<file path="src/rtl/midi_burst_gen.sv">
// MIDI Note On/Off parser, voice table and rate-limited snapshot publisher.
// Optional VOICE_STEAL_EN: a full table replaces its oldest voice instead of dropping.
module midi_burst_gen #(
    parameter int NUM_VOICES     = 5,
    parameter int MIDI_CHANNEL   = 0,
    parameter int HOLDOFF_CYCLES = 64
) (
    input  logic                       clk_in,
    input  logic                       rst_n_in,
    input  logic [7:0]                 midi_byte_in,
    input  logic                       midi_byte_valid_in,
    output logic [16*NUM_VOICES-1:0]   midi_burst_data_out,
    output logic [NUM_VOICES-1:0]      on_array_out,
    output logic                       midi_burst_change_out,
    output logic                       voice_drop_out,
    output logic [1:0]                 parser_state_out
);

    localparam int AW = (NUM_VOICES > 1) ? $clog2(NUM_VOICES) : 1;
    localparam int HW = (HOLDOFF_CYCLES > 1) ? $clog2(HOLDOFF_CYCLES) : 1;
    localparam logic [3:0] CH = 4'(MIDI_CHANNEL);
    localparam logic [AW-1:0] AMAX = AW'(NUM_VOICES - 1);

    typedef enum logic [1:0] {
        WAIT_STATUS = 2'd0,
        WAIT_NOTE   = 2'd1,
        WAIT_VEL    = 2'd2,
        IGNORE      = 2'd3
    } pstate_t;

    pstate_t               state;
    logic                  note_on_q;
    logic [6:0]            note_q;
    logic [6:0]            tbl_note [NUM_VOICES];
    logic [6:0]            tbl_vel  [NUM_VOICES];
    logic [AW-1:0]         tbl_age  [NUM_VOICES];
    logic [NUM_VOICES-1:0] tbl_on;
    logic                  pending;
    logic [HW-1:0]         holdoff;

    logic [6:0]            nx_note [NUM_VOICES];
    logic [6:0]            nx_vel  [NUM_VOICES];
    logic [AW-1:0]         nx_age  [NUM_VOICES];
    logic [NUM_VOICES-1:0] nx_on;
    logic                  changed, drop;
    logic                  is_rt, is_note_status, exec, key_on;
    logic                  hit, free, alloc;
    logic [AW-1:0]         hit_idx, free_idx, tgt;
`ifdef VOICE_STEAL_EN
    logic [AW-1:0]         old_idx, old_age;
`endif

    assign parser_state_out = state;

    always_comb begin
        is_rt          = midi_byte_in >= 8'hF8;
        is_note_status = (midi_byte_in[7:5] == 3'b100) && (midi_byte_in[3:0] == CH);
        exec           = midi_byte_valid_in && !midi_byte_in[7] && (state == WAIT_VEL);
        key_on         = note_on_q && (midi_byte_in[6:0] != 7'd0);
        hit      = 1'b0;
        hit_idx  = '0;
        free     = 1'b0;
        free_idx = '0;
`ifdef VOICE_STEAL_EN
        old_idx  = '0;
        old_age  = '0;
`endif
        for (int i = 0; i < NUM_VOICES; i++) begin
            if (!hit && tbl_on[i] && tbl_note[i] == note_q) begin
                hit     = 1'b1;
                hit_idx = AW'(i);
            end
            if (!free && !tbl_on[i]) begin
                free     = 1'b1;
                free_idx = AW'(i);
            end
`ifdef VOICE_STEAL_EN
            // Strict compare keeps the lowest index on an age tie.
            if (tbl_age[i] > old_age) begin
                old_age = tbl_age[i];
                old_idx = AW'(i);
            end
`endif
        end

        nx_note = tbl_note;
        nx_vel  = tbl_vel;
        nx_age  = tbl_age;
        nx_on   = tbl_on;
        changed = 1'b0;
        drop    = 1'b0;
        alloc   = 1'b0;
        tgt     = '0;
        if (exec && key_on) begin
            if (hit) begin
                nx_vel[hit_idx] = midi_byte_in[6:0];
                changed         = 1'b1;
            end else if (free) begin
                alloc = 1'b1;
                tgt   = free_idx;
            end else begin
`ifdef VOICE_STEAL_EN
                alloc = 1'b1;
                tgt   = old_idx;
`else
                drop  = 1'b1;
`endif
            end
        end else if (exec && hit) begin
            nx_note[hit_idx] = '0;
            nx_vel[hit_idx]  = '0;
            nx_age[hit_idx]  = '0;
            nx_on[hit_idx]   = 1'b0;
            changed          = 1'b1;
        end
        if (alloc) begin
            for (int i = 0; i < NUM_VOICES; i++) begin
                if (nx_on[i] && AW'(i) != tgt && nx_age[i] != AMAX)
                    nx_age[i] = nx_age[i] + 1'b1;
            end
            nx_note[tgt] = note_q;
            nx_vel[tgt]  = midi_byte_in[6:0];
            nx_age[tgt]  = '0;
            nx_on[tgt]   = 1'b1;
            changed      = 1'b1;
        end
    end

    always_ff @(posedge clk_in or negedge rst_n_in) begin
        if (!rst_n_in) begin
            state                 <= WAIT_STATUS;
            note_on_q             <= 1'b0;
            note_q                <= '0;
            tbl_on                <= '0;
            pending               <= 1'b0;
            holdoff               <= '0;
            midi_burst_data_out   <= '0;
            on_array_out          <= '0;
            midi_burst_change_out <= 1'b0;
            voice_drop_out        <= 1'b0;
            for (int i = 0; i < NUM_VOICES; i++) begin
                tbl_note[i] <= '0;
                tbl_vel[i]  <= '0;
                tbl_age[i]  <= '0;
            end
        end else begin
            if (midi_byte_valid_in && !is_rt) begin
                if (midi_byte_in[7]) begin
                    if (is_note_status) begin
                        note_on_q <= midi_byte_in[4];
                        state     <= WAIT_NOTE;
                    end else begin
                        state <= IGNORE;
                    end
                end else begin
                    case (state)
                        WAIT_NOTE: begin
                            note_q <= midi_byte_in[6:0];
                            state  <= WAIT_VEL;
                        end
                        WAIT_VEL: state <= WAIT_NOTE;
                        default: ;
                    endcase
                end
            end
            tbl_note       <= nx_note;
            tbl_vel        <= nx_vel;
            tbl_age        <= nx_age;
            tbl_on         <= nx_on;
            voice_drop_out <= drop;
            midi_burst_change_out <= 1'b0;
            if (holdoff != '0)
                holdoff <= holdoff - 1'b1;
            // Publish the pre-update table; a same-cycle change re-arms pending.
            if (pending && holdoff == '0) begin
                for (int i = 0; i < NUM_VOICES; i++)
                    midi_burst_data_out[16*i +: 16] <= {1'b0, tbl_note[i], 1'b0, tbl_vel[i]};
                on_array_out          <= tbl_on;
                midi_burst_change_out <= 1'b1;
                holdoff               <= HW'(HOLDOFF_CYCLES - 1);
                pending               <= changed;
            end else if (changed) begin
                pending <= 1'b1;
            end
        end
    end

endmodule

</file>
<file path="config.mk">
export PLATFORM = sky130hd
export DESIGN_NAME = midi_burst_gen
export DESIGN_NICKNAME = d
export VERILOG_FILES = /design/src/rtl/midi_burst_gen.sv
export SDC_FILE = /design/constraint.sdc
export NUM_CORES = 1
export LEC_CHECK = 0
export ABC_AREA = 1
export CAP_MARGIN = 5
export CORE_ASPECT_RATIO = 1.5
export CORE_MARGIN = 5
export CORE_UTILIZATION = 30
export CTS_CLUSTER_SIZE = 10
export DETAILED_ROUTE_END_ITERATION = 7
export PLACE_DENSITY = 0.53
export SLEW_MARGIN = 0
export SYNTH_ARGS = -nofsm -noshare
export SYNTH_HDL_FRONTEND = slang
export SYNTH_SLANG_ARGS = --single-unit
</file>
<file path="constraint.sdc">
create_clock -name clk_in -period 3.5 [get_ports clk_in]
set_input_delay 0.525 -clock clk_in [delete_from_list [all_inputs] [get_ports clk_in]]
set_output_delay 0.525 -clock clk_in [all_outputs]
set_load 0.02 [all_outputs]
</file>
==> metrics.cfg, run 1 <==
[sta]
final.setup.tns_ns=0
hold_viol_final=0
finalSetupViolations=0
fin_hold_ws_ns=0.168
slew_violations=0
max_freq_ghz=0.380
period_share_pct=75.1
tightestPinTransition_ns=1.19
rsz0062_at_grt=no
fin_crit_ns=2.63
slew_headroom_pct=20.5
final.setup_skew_ns=0.0114

[die]
io_pins=100
dieArea_um2=29100
std_cell_rows=72
die_h_um=206
core_um2=25600
start_util_pct=30.2
die_w_um=141

[clocking]
cts_resized=0
cts_tree=yes
postCtsSetupRepairBufs=0
insertion_delay_ns=0.43
numCtsBuffers=17
cts_max_path_buffers=2
cts_hold_buf=0
path_clk_slew_ns=0.07
cts.sinks=169
cts_max_level=4
cts_root_buf=clkbuf_16

[logic_synthesis]
ys_ff_latch=169
syn-cell-area_um2=7720
ys_seq_area_share_pct=54.8
synth.avg_cell_area_um2=8.27
synth.distinct_cells=41
syn_inst=933
async_flop_share_pct=100
synthTopCellsByArea=dfrtp_1 (55%), nand2_1 (18%), nand3_1 (4.7%)
synth_edf_count=0
synth_ff_type=dfrtp_1
synth_top_area_cell=dfrtp_1
netlist.area_leader.share_pct=54.8
ys_warn_count=0

[final_layout]
n_fill_cell=2700
finalNetCount=1033
final_cell_mix=nand2_1 (361), dfrtp_1 (169), clkdlybuf4s50_1 (88), inv_1 (81), nand3_1 (73)
diodes=0
final_layout_size_suffix_gt1_share_pct=9.00
fin_area_um2=9530
synthToLayoutAreaGrowth_pct=23.5
layout_commonest_cell=nand2_1

[status]
status=complete, no violations

[global_route]
grt_pass1_vias=6041
grt_pass1_wl_um=33900
antenna_found_initial=0
grt_max_degree=86
track_usage_pct=15.0
grt_overflow=0

[placed_design]
place_hpwl_um=15300
place_area_um2=8940
port_buffers=89
place.gp.congestion=0.816

[critical_path]
r2r.worst_path.cells=13
timing.rr.start=note_q[1]
critPathLaunchType=register
arrival_ns=3.00
rr_endpoint=tbl_vel[29]
r2r_slack_ns=0.87
path_class=register to register
path_max_fanout=22
critPathCaptureType=register
required_ns=3.87

[pwr]
p_leak_nw=4.65
total_power_w=0.00518
power_density_nw_per_um2=543
ir_drop_mv=0.288

[routing]
drtIter0Drc=332
num_vias=6159
wire_per_inst_um=15.5
drc=0
ant_nets=0
firstDrtPassIters=5
viasPerCell=4.51
wl_um=21100

[worst_hold_path]
hp-class=input port to asynchronous set/reset pin

[run]
drv_cap=0

-- stage by stage --
stage / setup slack, ns / std cells / util, %
floorplan: 1.58 / 942 / -
CTS: 0.779 / 1366 / 37.3
finish: 0.872 / 1366 / 37.3
global placement: 0.658 / 1335 / 34.9
detailed placement: 0.607 / 1335 / 34.9
global route: 0.569 / 1366 / 37.3
-- cells in the mapped netlist, types with 2 or more instances --
master	instances
a21oi_1	8
a31oi_1	3
buf_2	11
buf_4	11
buf_6	5
clkbuf_1	16
dfrtp_1	169
inv_1	82
inv_2	7
nand2_1	361
nand2_2	7
nand2_4	2
nand3_1	73
nand3_2	2
nand3_4	2
nand3b_1	3
nand4_1	4
nor2_1	37
nor2_2	8
nor3_1	3
o21ai_0	49
o21ai_1	37
o21ai_2	10
xnor2_1	5
xor2_1	2
-- power by group --
group	internal (W)	switching, W
Sequential	0.00208	0.000177
Clock	0.00109	0.000819
Combinational	0.000323	0.000682
-- sequential cells by signal (all words and copies together) (netlist names) --
signal / count
midi_burst_data_out: 70
tbl_note: 35
tbl_vel: 35
note_q: 7
holdoff: 6
on_array_out: 5
tbl_on: 5
parser_state_out: 2
midi_burst_change_out: 1
note_on_q: 1
pending: 1
voice_drop_out: 1
-- worst max path at each step --
stage / from / to / slack (ns)
global placement: midi_byte_in[1] / tbl_vel[29] / 0.66
global route: holdoff[0] / midi_burst_data_out[59] / 0.57
detailed placement: midi_byte_in[1] / tbl_vel[29] / 0.61
CTS: holdoff[0] / midi_burst_data_out[59] / 0.78
finish: note_q[1] / tbl_vel[29] / 0.87
floorplan: midi_byte_valid_in / tbl_note[23] / 1.58
-- area by class of cell --
| cell class | instances | area [µm²] | share of cell area [%] |
|---|---|---|---|
| Tap cell | 333 | 417 | 4.37 |
| Multi-Input combinational cell | 638 | 2920 | 30.6 |
| Inverter | 92 | 353 | 3.70 |
| Clock inverter | 12 | 141 | 1.48 |
| Sequential cell | 169 | 4230 | 44.4 |
| Clock buffer | 19 | 453 | 4.75 |
| Timing Repair Buffer | 103 | 1020 | 10.7 |
-- cell families after synthesis --
kind of cell	after synthesis	synth area share [%]
other cells	1	0.0486
compound gates	112	8.09
xor+xnor	7	0.794
buf+inv	135	7.86
simple gates	508	28.3
flops	169	54.8
fa+ha+maj	1	0.162
-- per-layer routing --
metal,part of all wire [%],up-vias,wire length [µm],track usage (%)
li1,-,3095,-,-
met1,44,2890,9390,18.8
met2,49,147,10400,25.5
met3,3.6,27,769,2.78
met4,2.5,0,539,5.85
met5,0,-,0,0
-- critical path, cell delays in order (launching register included) --
cell     delay, ns
dfrtp_1       0.55
inv_2         0.30
nand2_1       0.08
nand3_1       0.09
inv_1         0.05
nand2_1       0.10
nor2_1        0.08
nor2_1        0.23
nand3_1       0.17
nor2_2        0.17
nand3_4       0.27
nand2_2       0.25
nand2_1       0.13
nand2_1       0.08
No activity file was read; power rests on OpenSTA's default activity.
==> run 2, diff against run 1 <==
--- a/config.mk
+++ b/config.mk
@@ -12,7 +12,7 @@
 export CORE_UTILIZATION = 30
 export CTS_CLUSTER_SIZE = 10
 export DETAILED_ROUTE_END_ITERATION = 7
-export PLACE_DENSITY = 0.53
+export PLACE_DENSITY = 0.54
 export SLEW_MARGIN = 0
 export SYNTH_ARGS = -nofsm -noshare
 export SYNTH_HDL_FRONTEND = slang
==> constraint.sdc (replaced) <==
create_clock -name clk_in -period 2.12 [get_ports clk_in]
set_input_delay 0.318 -clock clk_in [delete_from_list [all_inputs] [get_ports clk_in]]
set_output_delay 0.318 -clock clk_in [all_outputs]
set_load 0.02 [all_outputs]
==> metrics.cfg, run 2 (same netlist as run 1, synthesis figures left out) <==
[global_route]
grt_pass1_wl_um=35500  ; was 33900 µm
grt_pass1_vias=6544  ; was 6041
grt_max_degree=81  ; was 86
grt_overflow=0  ; unchanged
track_usage_pct=15.7  ; was 15.0%
antenna_found_initial=0  ; unchanged

[critical_path]
path_max_fanout=6  ; was 22
arrival_ns=2.40  ; was 3.00 ns
startpoint=note_q[0]  ; was note_q[1]
path_class=register to register  ; unchanged
required_ns=2.45  ; was 3.87 ns
timing.rr.start=note_q[0]  ; was note_q[1]
critPathLaunchType=register  ; unchanged
critPathCaptureType=register  ; unchanged

[final_layout]
synthToLayoutAreaGrowth_pct=35.9  ; was 23.5%
finalNetCount=1118  ; was 1033
diodes=0  ; unchanged
finalNonFillerCells=1452  ; was 1366
final_cell_mix=nand2_1 (344), dfrtp_1 (165), clkdlybuf4s50_1 (88), inv_1 (81), buf_4 (78)  ; was nand2_1 (361), dfrtp_1 (169), clkdlybuf4s50_1 (88), inv_1 (81), nand3_1 (73)
n_fill_cell=2633  ; was 2700
layout_commonest_cell=nand2_1  ; unchanged
final_core_util_pct=41.0  ; was 37.3%
largest_register_ffs=70  ; unchanged
top_register=midi_burst_data_out  ; unchanged
largestRegisters=midi_burst_data_out (70), tbl_note (35), tbl_vel (35)  ; unchanged
final_layout_size_suffix_gt1_share_pct=18.8  ; was 9.00%

[sta]
max_freq_ghz=0.482  ; was 0.380 GHz
final.setup_skew_ns=0.00877  ; was 0.0114 ns
period_share_pct=97.8  ; was 75.1%
finalSetupViolations=0  ; unchanged
hold_viol_final=0  ; unchanged
rsz0062_at_grt=yes  ; was no
fin_hold_ws_ns=0.360  ; was 0.168 ns
fin_crit_ns=2.07  ; was 2.63 ns
slew_violations=0  ; unchanged

[run]
drv_cap=0  ; unchanged

[routing]
wl_um=22500  ; was 21100 µm
drtIter0Drc=343  ; was 332
wire_per_inst_um=15.5  ; about the same
drc=0  ; unchanged
viasPerCell=4.52  ; was 4.51
num_vias=6568  ; was 6159
ant_nets=0  ; unchanged
firstDrtPassIters=4  ; was 5

[clocking]
cts_tree=yes  ; unchanged
cts_max_path_buffers=2  ; unchanged
path_clk_slew_ns=0.07  ; about the same
insertion_delay_ns=0.44  ; was 0.43 ns
cts_max_level=4  ; unchanged
cts_root_buf=clkbuf_16  ; unchanged
numCtsBuffers=17  ; unchanged
cts.sinks=169  ; unchanged

[status]
status=complete, no violations  ; unchanged

[die]
std_cell_rows=72  ; unchanged
core_um2=25600  ; unchanged
die_w_um=141  ; unchanged
io_pins=100  ; unchanged
dieArea_um2=29100  ; unchanged
die_h_um=206  ; unchanged
start_util_pct=30.2  ; unchanged

[placed_design]
place_hpwl_um=16000  ; was 15300 µm
place.gp.congestion=0.887  ; was 0.816
port_buffers=89  ; unchanged
placed_cells=1405  ; was 1335

[pwr]
power_density_nw_per_um2=895  ; was 543 nW/µm²
p_leak_nw=5.13  ; was 4.65 nW
ir_drop_mv=0.434  ; was 0.288 mV

[worst_hold_path]
hp-class=input port to asynchronous set/reset pin  ; unchanged

run 2: cell types whose count changed in the layout (fill, tap and decap cells not counted), sizes merged:
cell,change
dlygate4sd3,+1
bufinv,+1
inv,-3
buf,+81
nand2,+1
clkbuf,+5
run 2: area by class of cell:
type / instances / area, µm² / area share (%)
tap: 333 / 417 / 3.97
multi-input combinational: 639 / 3090 / 29.5
inverter: 92 / 365 / 3.48
clock inverter: 10 / 145 / 1.38
sequential: 169 / 4230 / 40.4
clock buffer: 22 / 454 / 4.33
timing repair buffer: 187 / 1780 / 17.0
run 2: critical path, cell delays in order (launching register included):
cell and delay, ns:
dfrtp_2 0.51, buf_4 0.17, xor2_1 0.13, nor2_1 0.06
nand2_1 0.12, inv_1 0.07, nand2_2 0.07, nand2_4 0.08
nor2_8 0.16, buf_6 0.12, nand4_4 0.13, buf_4 0.21
nand3_1 0.06, o21ai_1 0.06
run 2: worst paths after layout:
| check | endpoint | slack [ns] | depth (start not counted) |
|---|---|---|---|
| max | tbl_note[10] | 0.05 | 13 |
| min | midi_burst_data_out[16] | 0.36 | 2 |
| max reg2reg | tbl_note[10] | 0.05 | 13 |
| min reg2reg | midi_burst_data_out[52] | 0.47 | 2 |
| max in group asynchronous | note_q[6] | 1.08 | 3 |
| min in group clk_in | midi_burst_data_out[52] | 0.47 | 2 |
run 2: power by group:
part	switching (W)	internal [W]	leakage (nW)	total [W]
clock network	0.00131	0.00189	0.273	0.00320
logic	0.00141	0.00107	2.59	0.00248
registers	0.000252	0.00345	2.27	0.00370
run 2: timing repair:
item / CTS / global route
resized for setup: 5 / 57
hold buffers: 1 / 0
endpoints found under the hold margin: 35 / 0
pin swaps: 2 / 14
gates cloned: 0 / 5
endpoints found under the setup margin: 73 / 63
buffers inserted: 2 / 8
run 2: metal layers:
metal,wire length (µm),GRT usage (%)
met1,9740,19.4
met2,11100,26.4
met3,849,2.96
met4,811,7.44
met5,0,0
run 2: per-stage QoR:
| step | setup slack [ns] | instance area, µm² | setup TNS [ns] | power, W |
|---|---|---|---|---|
| after CTS | 0.0158 | 10200 | 0 | 0.00925 |
| after floorplan | 0.237 | 7750 | 0 | 0.00484 |
| after detailed placement | -0.201 | 9510 | -10.36 | 0.00597 |
| after global routing | -0.0748 | 10500 | -0.778 | 0.00986 |
| after global placement | -0.156 | 9510 | -7.11 | 0.00595 |
| final | 0.0475 | 10500 | 0 | 0.00938 |
==> run 3, diff against run 2 <==
--- a/config.mk
+++ b/config.mk
@@ -9,10 +9,11 @@
 export CAP_MARGIN = 5
 export CORE_ASPECT_RATIO = 1.5
 export CORE_MARGIN = 5
-export CORE_UTILIZATION = 30
+export CORE_UTILIZATION = 24
 export CTS_CLUSTER_SIZE = 10
 export DETAILED_ROUTE_END_ITERATION = 7
-export PLACE_DENSITY = 0.54
+export PLACE_DENSITY = 0.47
+export REMOVE_ABC_BUFFERS = 1
 export SLEW_MARGIN = 0
 export SYNTH_ARGS = -nofsm -noshare
 export SYNTH_HDL_FRONTEND = slang
==> metrics.cfg, run 3 (same netlist as run 1, synthesis figures left out) <==
[routing]
wl_met1_um=10500  ; was 9740 µm
wl_um=23600  ; was 22500 µm
wire_per_inst_um=15.3  ; was 15.5 µm
met3_length_um=897  ; was 849 µm
top_layer_used=met4  ; unchanged
viasPerCell=4.27  ; was 4.52
ant_nets=0  ; unchanged
num_vias=6584  ; was 6568
firstDrtPassIters=5  ; was 4
drtIter0Drc=305  ; was 343
drc=0  ; unchanged
met2_length_um=11700  ; was 11100 µm

[placed_design]
placed_cells=1493  ; was 1405
place.gp.congestion=0.816  ; was 0.887
place_hpwl_um=17000  ; was 16000 µm
port_buffers=89  ; unchanged

[critical_path]
path_class=register to register  ; unchanged
path_max_fanout=8  ; was 6
critPathLaunchType=register  ; unchanged
required_ns=2.46  ; was 2.45 ns
arrival_ns=2.40  ; about the same
critPathCaptureType=register  ; unchanged

[sta]
rsz0062_at_grt=yes  ; unchanged
final.setup_skew_ns=0.0102  ; was 0.00877 ns
max_freq_ghz=0.483  ; was 0.482 GHz
hold_viol_final=0  ; unchanged
period_share_pct=97.6  ; was 97.8%
finalSetupViolations=0  ; unchanged
slew_violations=0  ; unchanged
fin_crit_ns=2.07  ; about the same
fin_hold_ws_ns=0.387  ; was 0.360 ns

[die]
std_cell_rows=80  ; was 72
io_pins=100  ; unchanged
core_um2=31800  ; was 25600 µm²
start_util_pct=24.3  ; was 30.2%
die_w_um=156  ; was 141 µm
dieArea_um2=35900  ; was 29100 µm²
die_h_um=230  ; was 206 µm

[clocking]
numCtsBuffers=17  ; unchanged
insertion_delay_ns=0.45  ; was 0.44 ns
cts_max_path_buffers=2  ; unchanged
cts_tree=yes  ; unchanged
cts_root_buf=clkbuf_16  ; unchanged
cts_max_level=4  ; unchanged
path_clk_slew_ns=0.07  ; about the same
cts.sinks=169  ; unchanged

[pwr]
p_leak_nw=5.20  ; was 5.13 nW
power_density_nw_per_um2=884  ; was 895 nW/µm²
ir_drop_mv=0.659  ; was 0.434 mV

[final_layout]
synthToLayoutAreaGrowth_pct=38.6  ; was 35.9%
top_register=midi_burst_data_out  ; unchanged
final_cell_mix=nand2_1 (352), dfrtp_1 (163), buf_4 (89), clkdlybuf4s50_1 (88), inv_1 (80)  ; was nand2_1 (344), dfrtp_1 (165), clkdlybuf4s50_1 (88), inv_1 (81), buf_4 (78)
n_fill_cell=3389  ; was 2633
final_layout_size_suffix_gt1_share_pct=19.6  ; was 18.8%
layout_commonest_cell=nand2_1  ; unchanged
diodes=0  ; unchanged
regArea_um2=4240  ; was 4230 µm²
finalNonFillerCells=1543  ; was 1452
largestRegisters=midi_burst_data_out (70), tbl_note (35), tbl_vel (35)  ; unchanged
largest_register_ffs=70  ; unchanged
finalNetCount=1132  ; was 1118
multi_input_area_um2=3050  ; was 3090 µm²

[run]
drv_cap=0  ; unchanged

[global_route]
grt_pass1_vias=6620  ; was 6544
antenna_found_initial=0  ; unchanged
grt_max_degree=90  ; was 81
track_usage_pct=13.3  ; was 15.7%
grt_overflow=0  ; unchanged
grt_pass1_wl_um=37100  ; was 35500 µm

[worst_hold_path]
hp-class=input port to asynchronous set/reset pin  ; unchanged

[status]
status=complete, no violations  ; unchanged

-- run 3: changes by cell type in the layout (fill, tap and decap cells not counted), sizes merged --
cell and change:
clkbuf -4, clkinvlp -2, inv -1, buf +14
clkinv +7
-- run 3: what timing repair did --
item / in CTS / in global routing
setup buffers: 1 / 12
hold buffers: 1 / 0
endpoints found under the hold margin: 40 / 0
pin swaps: 2 / 14
endpoints found under the setup margin: 68 / 71
gates resized for setup: 10 / 54
cloned: 1 / 3
-- run 3: stage by stage --
| step | cell area (µm²) | TNS, ns | util [%] | power (W) | setup slack [ns] |
|---|---|---|---|---|---|
| 3_3_place_gp | 9700 | -7.54 | 30.5 | 0.00597 | -0.168 |
| 5_1_grt | 10700 | -0.463 | 33.6 | 0.00996 | -0.0479 |
| 2_1_floorplan | 7500 | -98.10 | - | 0.00479 | -1.37 |
| 4_1_cts | 10400 | 0 | 32.5 | 0.00935 | 0.00139 |
| 6_report | 10700 | 0 | 33.6 | 0.00945 | 0.0517 |
| 3_5_place_dp | 9700 | -9.42 | 30.5 | 0.00599 | -0.196 |
-- run 3: path summary, 6_finish.rpt --
kind,slack (ns),depth (start not counted),to,startpoint
max,0.05,14,tbl_note[34],note_q[1]
min,0.39,2,midi_burst_data_out[40],rst_n_in
max reg2reg,0.05,14,tbl_note[34],note_q[1]
min reg2reg,0.47,2,midi_burst_data_out[38],midi_burst_data_out[38]
max in group asynchronous,1.09,3,note_q[4],rst_n_in
min in group clk_in,0.47,2,midi_burst_data_out[38],midi_burst_data_out[38]
-- run 3: area by class of cell --
cell class                 count  area share [%]
timing repair buffer         201            17.8
clock buffer                  18            4.11
clock inverter                14            1.60
inverter                      92            3.51
sequential                   169            39.6
multi-input combinational    639            28.6
tap                          410            4.80
-- run 3: per-layer routing --
| metal | vias up | GRT usage, % |
|---|---|---|
| li1 | 3300 | - |
| met1 | 3110 | 16.6 |
| met2 | 146 | 22.4 |
| met3 | 28 | 3.03 |
| met4 | 0 | 4.50 |
| met5 | - | 0 |
-- run 3: worst max-delay path, cell delays in order (launching register included) --
cell      delay (ns)
dfrtp_2         0.47
clkinv_4        0.11
buf_4           0.11
nand2_1         0.04
nand3_1         0.08
inv_1           0.04
nand2_1         0.10
nor2_2          0.07
nor2_2          0.20
nand3_2         0.14
nor2_4          0.15
nand3_4         0.16
buf_12          0.19
nand2_1         0.06
o21ai_2         0.05
-- run 3: power by group --
part | leakage, nW | total [W] | internal, W | switching, W
clock | 0.293 | 0.00329 | 0.00189 | 0.00140
sequential | 2.27 | 0.00370 | 0.00346 | 0.000247
combinational | 2.64 | 0.00246 | 0.00106 | 0.00140
total | 5.20 | 0.00945 | 0.00641 | 0.00304
